===== config.mk =====
export PLATFORM = sky130hd
export DESIGN_NAME = axi_dma_burst_splitter
export DESIGN_NICKNAME = d
export VERILOG_FILES = /design/src/rtl/axi_dma_pkg.sv /design/src/rtl/axi_dma_page_split.sv /design/src/rtl/axi_dma_burst_splitter.sv
export SDC_FILE = /design/constraint.sdc
export NUM_CORES = 1
export LEC_CHECK = 0
export ABC_AREA = 1
export BUFFER_PORTS_ARGS = -buffer_cell sky130_fd_sc_hd__buf_2
export CAP_MARGIN = 20
export CORE_MARGIN = 4
export CORE_UTILIZATION = 57
export CTS_CLUSTER_SIZE = 30
export DETAILED_ROUTE_END_ITERATION = 16
export PLACE_DENSITY = 0.93
export SETUP_SLACK_MARGIN = 0.02
export SLEW_MARGIN = 20
export SYNTH_ARGS = -nofsm -noshare
export SYNTH_HDL_FRONTEND = slang
export SYNTH_HIERARCHICAL = 1
export SYNTH_SLANG_ARGS = --single-unit

===== constraint.sdc =====
create_clock -name clk_i -period 10.6 [get_ports clk_i]
set_clock_uncertainty 0.05 [all_clocks]
set_input_delay 1.06 -clock clk_i [delete_from_list [all_inputs] [get_ports clk_i]]
set_output_delay 1.06 -clock clk_i [all_outputs]
set_load 0.1 [all_outputs]

===== src/rtl/axi_dma_pkg.sv =====
// Shared constants, default descriptor types and helpers for the AXI DMA burst splitter.
package axi_dma_pkg;

   localparam int unsigned PageSize  = 4096;
   localparam int unsigned MaxBeats  = 256;
   localparam int unsigned PageOffW  = 12;
   localparam int unsigned ByteW     = 13;  // holds 0..PageSize
   localparam int unsigned IdW       = 4;
   localparam int unsigned CacheW    = 4;
   localparam int unsigned DescAddrW = 64;
   localparam int unsigned DescOffW  = 8;
   localparam logic [1:0]  BurstIncr = 2'b01;

   typedef enum logic [0:0] {
      StIdle = 1'b0,
      StBusy = 1'b1
   } split_state_e;

   typedef struct packed {
      logic [IdW-1:0]       id;
      logic [DescAddrW-1:0] src;
      logic [DescAddrW-1:0] dst;
      logic [DescAddrW-1:0] num_bytes;
      logic [CacheW-1:0]    cache_src;
      logic [CacheW-1:0]    cache_dst;
   } burst_req_def_t;

   typedef struct packed {
      logic [IdW-1:0]       id;
      logic [DescAddrW-1:0] addr;
      logic [7:0]           len;
      logic [2:0]           size;
      logic [1:0]           burst;
      logic [CacheW-1:0]    cache;
      logic                 last;
   } ax_desc_t;

   typedef struct packed {
      logic [DescOffW-1:0] offset;
      logic [DescOffW-1:0] tailer;
      logic [DescOffW-1:0] shift;
   } r_desc_t;

   typedef struct packed {
      logic [DescOffW-1:0] offset;
      logic [DescOffW-1:0] tailer;
      logic [7:0]          num_beats;
      logic                is_single;
   } w_desc_t;

   typedef struct packed {
      ax_desc_t ar;
      r_desc_t  r;
   } read_req_def_t;

   typedef struct packed {
      ax_desc_t aw;
      w_desc_t  w;
   } write_req_def_t;

   function automatic logic [ByteW-1:0] min_bytes(input logic [ByteW-1:0] a,
                                                  input logic [ByteW-1:0] b);
      return (a < b) ? a : b;
   endfunction

endpackage


===== src/rtl/axi_dma_page_split.sv =====
// Per-side burst geometry: byte limit before a page or max-beat boundary, plus len/offset/tailer.
module axi_dma_page_split
   import axi_dma_pkg::*;
#(
   parameter  int unsigned DataWidth = 64,
   localparam int unsigned StrbWidth = DataWidth / 8,
   localparam int unsigned OffW      = $clog2(StrbWidth)
) (
   input  logic [PageOffW-1:0] addr,
   input  logic [ByteW-1:0]    num_bytes,
   output logic [ByteW-1:0]    limit,
   output logic [7:0]          len,
   output logic [OffW-1:0]     offset,
   output logic [OffW-1:0]     tailer
);

   logic [31:0] page_lim;
   logic [31:0] beat_lim;
   logic [31:0] span;
   logic [31:0] beats;

   always_comb begin
      offset   = addr[OffW-1:0];
      page_lim = PageSize - 32'(addr);
      beat_lim = MaxBeats * StrbWidth - 32'(offset);
      limit    = ByteW'((beat_lim < page_lim) ? beat_lim : page_lim);
      // Beats cover the leading offset plus the payload, rounded up to whole words.
      span     = 32'(offset) + 32'(num_bytes);
      beats    = (span + StrbWidth - 32'd1) >> OffW;
      len      = 8'(beats - 32'd1);
      tailer   = OffW'(StrbWidth - 32'(span[OffW-1:0]));
   end

endmodule


===== src/rtl/axi_dma_burst_splitter.sv =====
// Splits a 1D DMA transfer into AXI-legal read/write burst descriptor pairs.
module axi_dma_burst_splitter
   import axi_dma_pkg::*;
#(
   parameter  int unsigned DataWidth   = 64,
   parameter  int unsigned AddrWidth   = 64,
   parameter  type         burst_req_t = axi_dma_pkg::burst_req_def_t,
   parameter  type         read_req_t  = axi_dma_pkg::read_req_def_t,
   parameter  type         write_req_t = axi_dma_pkg::write_req_def_t,
   localparam int unsigned StrbWidth   = DataWidth / 8,
   localparam int unsigned OffW        = $clog2(StrbWidth)
) (
   input  logic       clk_i,
   input  logic       rst_ni,
   input  burst_req_t burst_req_i,
   input  logic       valid_i,
   output logic       ready_o,
   output read_req_t  read_req_o,
   output write_req_t write_req_o,
   output logic       r_valid_o,
   input  logic       r_ready_i,
   output logic       w_valid_o,
   input  logic       w_ready_i,
   output logic       idle_o
);

   split_state_e         state_q;
   logic [AddrWidth-1:0] src_q;
   logic [AddrWidth-1:0] dst_q;
   logic [AddrWidth-1:0] rem_q;
   logic [IdW-1:0]       id_q;
   logic [CacheW-1:0]    cache_src_q;
   logic [CacheW-1:0]    cache_dst_q;
   logic                 r_done_q;
   logic                 w_done_q;

   logic [ByteW-1:0] src_limit, dst_limit, rem_cap, n;
   logic [7:0]       ar_len, aw_len;
   logic [OffW-1:0]  src_off, dst_off, r_tail, w_tail, shift;
   logic             last, r_fin, w_fin;

   axi_dma_page_split #(.DataWidth(DataWidth)) i_src_split (
      .addr      (src_q[PageOffW-1:0]),
      .num_bytes (n),
      .limit     (src_limit),
      .len       (ar_len),
      .offset    (src_off),
      .tailer    (r_tail)
   );

   axi_dma_page_split #(.DataWidth(DataWidth)) i_dst_split (
      .addr      (dst_q[PageOffW-1:0]),
      .num_bytes (n),
      .limit     (dst_limit),
      .len       (aw_len),
      .offset    (dst_off),
      .tailer    (w_tail)
   );

   always_comb begin
      rem_cap = (rem_q > AddrWidth'(PageSize)) ? ByteW'(PageSize) : ByteW'(rem_q);
      n       = min_bytes(min_bytes(rem_cap, src_limit), dst_limit);
      last    = (AddrWidth'(n) == rem_q);
      shift   = src_off - dst_off;
   end

   assign ready_o   = (state_q == StIdle);
   assign idle_o    = (state_q == StIdle);
   assign r_valid_o = (state_q == StBusy) && !r_done_q;
   assign w_valid_o = (state_q == StBusy) && !w_done_q;
   assign r_fin     = r_done_q || (r_valid_o && r_ready_i);
   assign w_fin     = w_done_q || (w_valid_o && w_ready_i);

   // Descriptor pair, derived purely from held state so it is stable until handshaked.
   always_comb begin
      read_req_o             = '0;
      read_req_o.ar.id       = id_q;
      read_req_o.ar.addr     = src_q;
      read_req_o.ar.len      = ar_len;
      read_req_o.ar.size     = 3'(OffW);
      read_req_o.ar.burst    = BurstIncr;
      read_req_o.ar.cache    = cache_src_q;
      read_req_o.ar.last     = last;
      read_req_o.r.offset    = DescOffW'(src_off);
      read_req_o.r.tailer    = DescOffW'(r_tail);
      read_req_o.r.shift     = DescOffW'(shift);

      write_req_o            = '0;
      write_req_o.aw.id      = id_q;
      write_req_o.aw.addr    = dst_q;
      write_req_o.aw.len     = aw_len;
      write_req_o.aw.size    = 3'(OffW);
      write_req_o.aw.burst   = BurstIncr;
      write_req_o.aw.cache   = cache_dst_q;
      write_req_o.aw.last    = last;
      write_req_o.w.offset    = DescOffW'(dst_off);
      write_req_o.w.tailer    = DescOffW'(w_tail);
      write_req_o.w.num_beats = aw_len;
      write_req_o.w.is_single = (aw_len == 8'd0);
   end

   always_ff @(posedge clk_i) begin
      if (!rst_ni) begin
         state_q     <= StIdle;
         src_q       <= '0;
         dst_q       <= '0;
         rem_q       <= '0;
         id_q        <= '0;
         cache_src_q <= '0;
         cache_dst_q <= '0;
         r_done_q    <= 1'b0;
         w_done_q    <= 1'b0;
      end else begin
         case (state_q)
            StIdle: begin
               // Zero-length transfers are consumed here without leaving IDLE.
               if (valid_i && (burst_req_i.num_bytes != '0)) begin
                  src_q       <= AddrWidth'(burst_req_i.src);
                  dst_q       <= AddrWidth'(burst_req_i.dst);
                  rem_q       <= AddrWidth'(burst_req_i.num_bytes);
                  id_q        <= burst_req_i.id;
                  cache_src_q <= burst_req_i.cache_src;
                  cache_dst_q <= burst_req_i.cache_dst;
                  r_done_q    <= 1'b0;
                  w_done_q    <= 1'b0;
                  state_q     <= StBusy;
               end
            end
            StBusy: begin
               if (r_fin && w_fin) begin
                  src_q    <= src_q + AddrWidth'(n);
                  dst_q    <= dst_q + AddrWidth'(n);
                  rem_q    <= rem_q - AddrWidth'(n);
                  r_done_q <= 1'b0;
                  w_done_q <= 1'b0;
                  if (last) state_q <= StIdle;
               end else begin
                  r_done_q <= r_fin;
                  w_done_q <= w_fin;
               end
            end
            default: state_q <= StIdle;
         endcase
      end
   end

endmodule


# Word-level counts from Yosys, hierarchy flattened

Index checks and enable logic that the tools add are counted.

Flip-flop bits (word level): 207
Input bits: 209
Output and inout bits: 225
Word-level logic and storage cells: 73

Add/sub/neg operators: 18
Magnitude comparators: 5
Equal/unequal tests: 3
Muxes and demuxes: 23
Bitwise logic cells: 1
Reductions and logical operators: 14

Operators by type and width:

| kind                     | count |
|---|---|
| $mux W64                 | 6 |
| $pmux W64 S2             | 3 |
| $add A64 B13 Y64         | 2 |
| $mux W13                 | 5 |
| $eq A13 B64 Y1           | 1 |
| $gt A64 B13 Y1 const B   | 1 |
| $lt A32 B32 Y1           | 2 |
| $reduce_bool A64 Y1      | 1 |
| $sub A64 B13 Y64         | 1 |
| $sub A13 B12 Y14 const A | 2 |
| $lt A13 B13 Y1           | 2 |
| $sub A12 B3 Y13 const A  | 2 |
| $add A11 B4 Y11 const B  | 2 |
| $add A3 B11 Y11          | 2 |
| $sub A11 B1 Y11 const B  | 2 |
| $sub A8 B1 Y8 const B    | 2 |
| $logic_not A8 Y1         | 1 |
| $logic_and A1 B1 Y1      | 6 |
| $mux W1                  | 6 |
| $pmux W1 S2              | 3 |
| $sub A1 B3 Y3 const A    | 2 |
| $ne A2 B1 Y1 const B     | 2 |
| $reduce_and A2 Y1        | 2 |
| $sub A3 B3 Y3            | 1 |
| 3 further kinds          | 5 |

# Longest topological paths before layout

Depth in word-level cells: 12
Depth in mapped cells: 56
Gate-level depth less buffers: 54

# Hierarchy

The synthesis kept the hierarchy.

By module, submodules not included:

| module                            | instances | cells each | area each (um2) | sequential area each (um2) |
|---|---|---|---|---|
| axi_dma_burst_splitter            | 1         | 3054       | 17934.7         | 4144.0 |
| axi_dma_page_split at i_src_split | 1         | 242        | 1367.6          | 0.0 |
| axi_dma_page_split at i_dst_split | 1         | 233        | 1296.2          | 0.0 |

# Worst setup path before layout

No wires, ideal clock.

Path kind: register -> output
From: reg src_q[1]
To: out write_req_o[0] (netlist name)
Arrival: 10731 ps
Path slack: -1241 ps
Cell stages (with the launch flop): 46
Path buffers: 2
Path through: dfxtp_1 > inv_1 > ha_1 > nand2_1 > nor3_1 > xor2_1 > ha_1 > nand2_1 > o221ai_1 > nand3_1 > nand2_1 > inv_1 > o21ai_0 > inv_1 > ha_1 > nand2_1 > inv_1 > nand3_1 > [10 not listed] > nand3_1 > a21oi_1 > a211oi_2 > nand2_4 > buf_6 > nand2_1 > nand2_1 > ha_1 > nor2_1 > nand2_1 > nand3_2 > nand2_1 > nand3_1 > nor2_4 > nand3_2 > xor2_1 > nor4_1 > and2_1

RTL lines:

| item                   | RTL line                      | RTL |
|---|---|---|
| start, declared        | axi_dma_burst_splitter.sv:28  | `logic [AddrWidth-1:0] src_q;` |
| start signal, assigned | axi_dma_burst_splitter.sv:118 | `src_q <= AddrWidth'(burst_req_i.src);` |
| start signal, assigned | axi_dma_burst_splitter.sv:131 | `src_q <= src_q + AddrWidth'(n);` |
| end, declared          | axi_dma_burst_splitter.sv:19  | `output write_req_t write_req_o,` |

==> results by group <==
Layout
  – Util after Layout: a little under 70%
  – # nets final: 4,151
  – Share of cells above drive strength 1: ~16%
  – Most frequent cells in the layout: nand2_1, nor2_1, inv_1
  – Layout area overhead: 16.6%
  – Commonest non-fill, non-tap cell in the layout: nand2_1

Drt
  – DR pass1 iterations: 8
  – Antenna Violating Nets Remaining: 0
  – DRC Markers: 0
  – WL final: 74.2 mm
  – Via count: 25.0k
  – DR iter-0 viols: 2,884
  – WL/cell: 17.2 um
  – Via density: about 5.8

Placement
  – Port bufs: 398
  – HPWL after detailed placement: 57.3 mm
  – Gpl congestion: 1.06

Pwr
  – VDD IR max: 1010 uV
  – Leak Pwr: 0.0109 uW
  – PwrDens: between 200 and 250 mW/mm2

Logic synthesis
  – Synth area leaders: dfxtp_1, nand2_1, nor2_1, inv_1, a21oi_1
  – EDFF count, synth: 0
  – Predominant post-synthesis flop cell: dfxtp_1
  – Mean post-synth cell area: 5.84 um2
  – Share of the synthesized area in the top cell type: about a fifth
  – Yosys warns: 6
  – Synth Instances: between 3k and 4k
  – Unique masters post-synth: 56
  – Area of the mapped netlist: between 0.02 and 0.025 mm2
  – Sequential share of the synthesized area: between 20% and 30%
  – Async set-reset flop share out of synthesis: 0%
  – Seq cells post-synth: 207
  – Yosys top cell by area: dfxtp_1

STA
  – Tcrit/Tclk final: approximately 94%
  – Worst rel slew slack: 34.6%
  – Fmax: 100 MHz
  – Worst slew pin tran: 0.981 ns
  – Fin. Hold Viols: 0
  – Setup_tns: 0 ns
  – Max Slew Vio Count: 0
  – Setup Viol. Count Final: 0
  – Fin crit period: 9.96 ns

Worst setup path
  – Slowest Stage Delay on Critical Path: 0.46 ns
  – Crit path from: src_q[1]$_SDFFE_PN0P_
  – Cell mode on critical path: nand2_1
  – Crit Reg-Reg Startpoint: src_q[1]$_SDFFE_PN0P_
  – Critical path arrival: ~8.9 ns
  – CP endpoint: write_req_o[0]
  – CP max FO: 25
  – FF-to-FF setup slack: approximately 1.5 ns
  – Critical Path Source Type: flip-flop
  – Setup CP Type: reg -> out
  – Worst Setup End Kind: primary output
  – Worst reg2reg endpoint: dst_q[63]$_SDFFE_PN0P_
  – Path depth of the worst reg2reg path: 52
  – Worst endpoint required time: 9.49 ns
  – CP max stage cell: fa_1

Outcome
  – Status: complete, no violations

Floorplan
  – Core outline area: 0.0356 mm2
  – Initial Util: around 58%
  – Row cnt: roughly 70
  – Die Wd: 198 um
  – Die Y: approximately 200 um
  – Ports: 434
  – Die area: 0.0392 mm2

Global routing
  – Initial antenna violation count: 6
  – GRT overflow: 0
  – Vias in the first global route: 22.6k
  – Largest net degree at the start of global routing: 90
  – GRT Util Overall: 35.5%
  – First-pass GRT wire length: about 120 mm

Clock tree
  – CTS buffer count: 26
  – Max clock buf depth: 3
  – CTS Root Cell: clkbuf_16
  – CTS tree: done
  – H-Tree Depth: 1
  – Cts hold-fix bufs: 0
  – Clock sink count: 207
  – Clock latency on the worst-skew pair: 0.57 ns
  – Clock-pin transition on the worst setup and hold timing paths: approximately 0.060 ns

Worst hold path
  – Worst Hold Class: reg -> reg

Job
  – Max capacitance violation total: 0
## layer usage
metal | track usage, % | vias up | wire length, um
met5 | 0 | - | 29
met3 | 7.10 | 263 | 8370
met1 | 47.2 | 11100 | 29500
li1 | - | 12100 | -
met4 | 15.7 | 4 | 3680
met2 | 56.1 | 1404 | 32600
## area by class of cell
class	instances	area, um2
multi-input cells	2753	14300
fillers	3297	11500
flip-flops and latches	207	4150
repair buffers	425	2470
inverters	424	1600
clock buffers	35	724
well taps	461	577
clock inverters	12	206
repair inverters	3	20.0
diodes	4	10.0
## sequential cells by signal, indices dropped and copies added, names as in the netlist
register     cells
w_done_q         1
rem_q           64
r_done_q         1
src_q           64
state_q          1
dst_q           64
cache_src_q      4
id_q             4
cache_dst_q      4
## critical path: cells and delay by family, from the launching register on
kind,cells,cell delay [ns]
fa+ha+maj,6,1.86
simple gates,28,3.59
buf+inv,8,0.97
flops,1,0.38
xor+xnor,1,0.16
compound gates,9,1.33
## timing repair
action | in CTS | in global routing
endpoints found under the setup margin | 1 | 22
gates cloned | 0 | 4
buffers inserted | 0 | 15
pin swaps | 0 | 12
resized for setup | 3 | 32
## synth_stat cells, types with 3 or more instances
cell      instances
o21ai_1          16
a221oi_1          9
a21oi_1         289
nand3_1         235
nand2_2          24
xor2_1           55
nor3_1           80
nand4_1          63
a21o_1            8
nor4_1           40
nor2_2           14
o21ai_2           5
nand2_1         828
nor2_1          481
inv_2             5
xnor2_1          34
clkbuf_1         85
nand3b_1         18
ha_1             96
conb_1            4
nor2_4            6
o221ai_1          3
and3_1            4
dfxtp_1         207
nand2_4           4
fa_1              6
buf_2            22
o21bai_1          6
buf_4            62
o211ai_1         75
buf_1             8
nor4b_1           5
nand3_2           6
a31oi_1          19
or2_2            58
o21ai_0         206
inv_1           418
## metrics by stage
step	setup slack, ns	instances	area [um2]	power [uW]	hold slack (ns)
floorplan	-0.226	3562	20800	3860	0.403
global placement	0.381	4254	22800	4660	0.382
detailed placement	0.241	4254	22800	4700	0.386
CTS	0.0544	4301	23800	5690	0.395
global route	-0.00859	4324	24000	6100	0.409
finish	0.638	4324	24000	5790	0.397
## worst min path at each step
| stage | start | to | slack (ns) | depth (start not counted) |
|---|---|---|---|---|
| after detailed placement | cache_dst_q[1]$_SDFFE_PN0P_ | cache_dst_q[1]$_SDFFE_PN0P_ | 0.39 | 2 |
| after global placement | cache_src_q[2]$_SDFFE_PN0P_ | cache_src_q[2]$_SDFFE_PN0P_ | 0.38 | 2 |
| after floorplan | w_done_q$_SDFFE_PN0P_ | w_done_q$_SDFFE_PN0P_ | 0.40 | 2 |
| after CTS | cache_dst_q[1]$_SDFFE_PN0P_ | cache_dst_q[1]$_SDFFE_PN0P_ | 0.40 | 2 |
| final | cache_dst_q[1]$_SDFFE_PN0P_ | cache_dst_q[1]$_SDFFE_PN0P_ | 0.40 | 2 |
| after global routing | cache_dst_q[1]$_SDFFE_PN0P_ | cache_dst_q[1]$_SDFFE_PN0P_ | 0.41 | 2 |
## power by group
group | leakage, uW | total [uW] | switching, uW | internal, uW
Clock | 0.000453 | 984 | 383 | 601
Sequential | 0.00170 | 949 | 106 | 843
Combinational | 0.00874 | 3850 | 2810 | 1050
## logic make-up (layout without fill, tap and decap cells)
group / after synthesis / count (layout) / share of synthesized area [%]
AOI/OAI and AO/OA: 648 / 648 / 17.5
DFF: 207 / 207 / 20.1
other: 4 / 41 / 0.0729
and+or+nand+nor: 1876 / 1877 / 39.8
buffers and inverters: 603 / 899 / 12.3
adders and majority gates: 102 / 102 / 6.41
xor gates and xnor gates: 89 / 89 / 3.78
No activity file was read; power rests on OpenSTA's default activity.
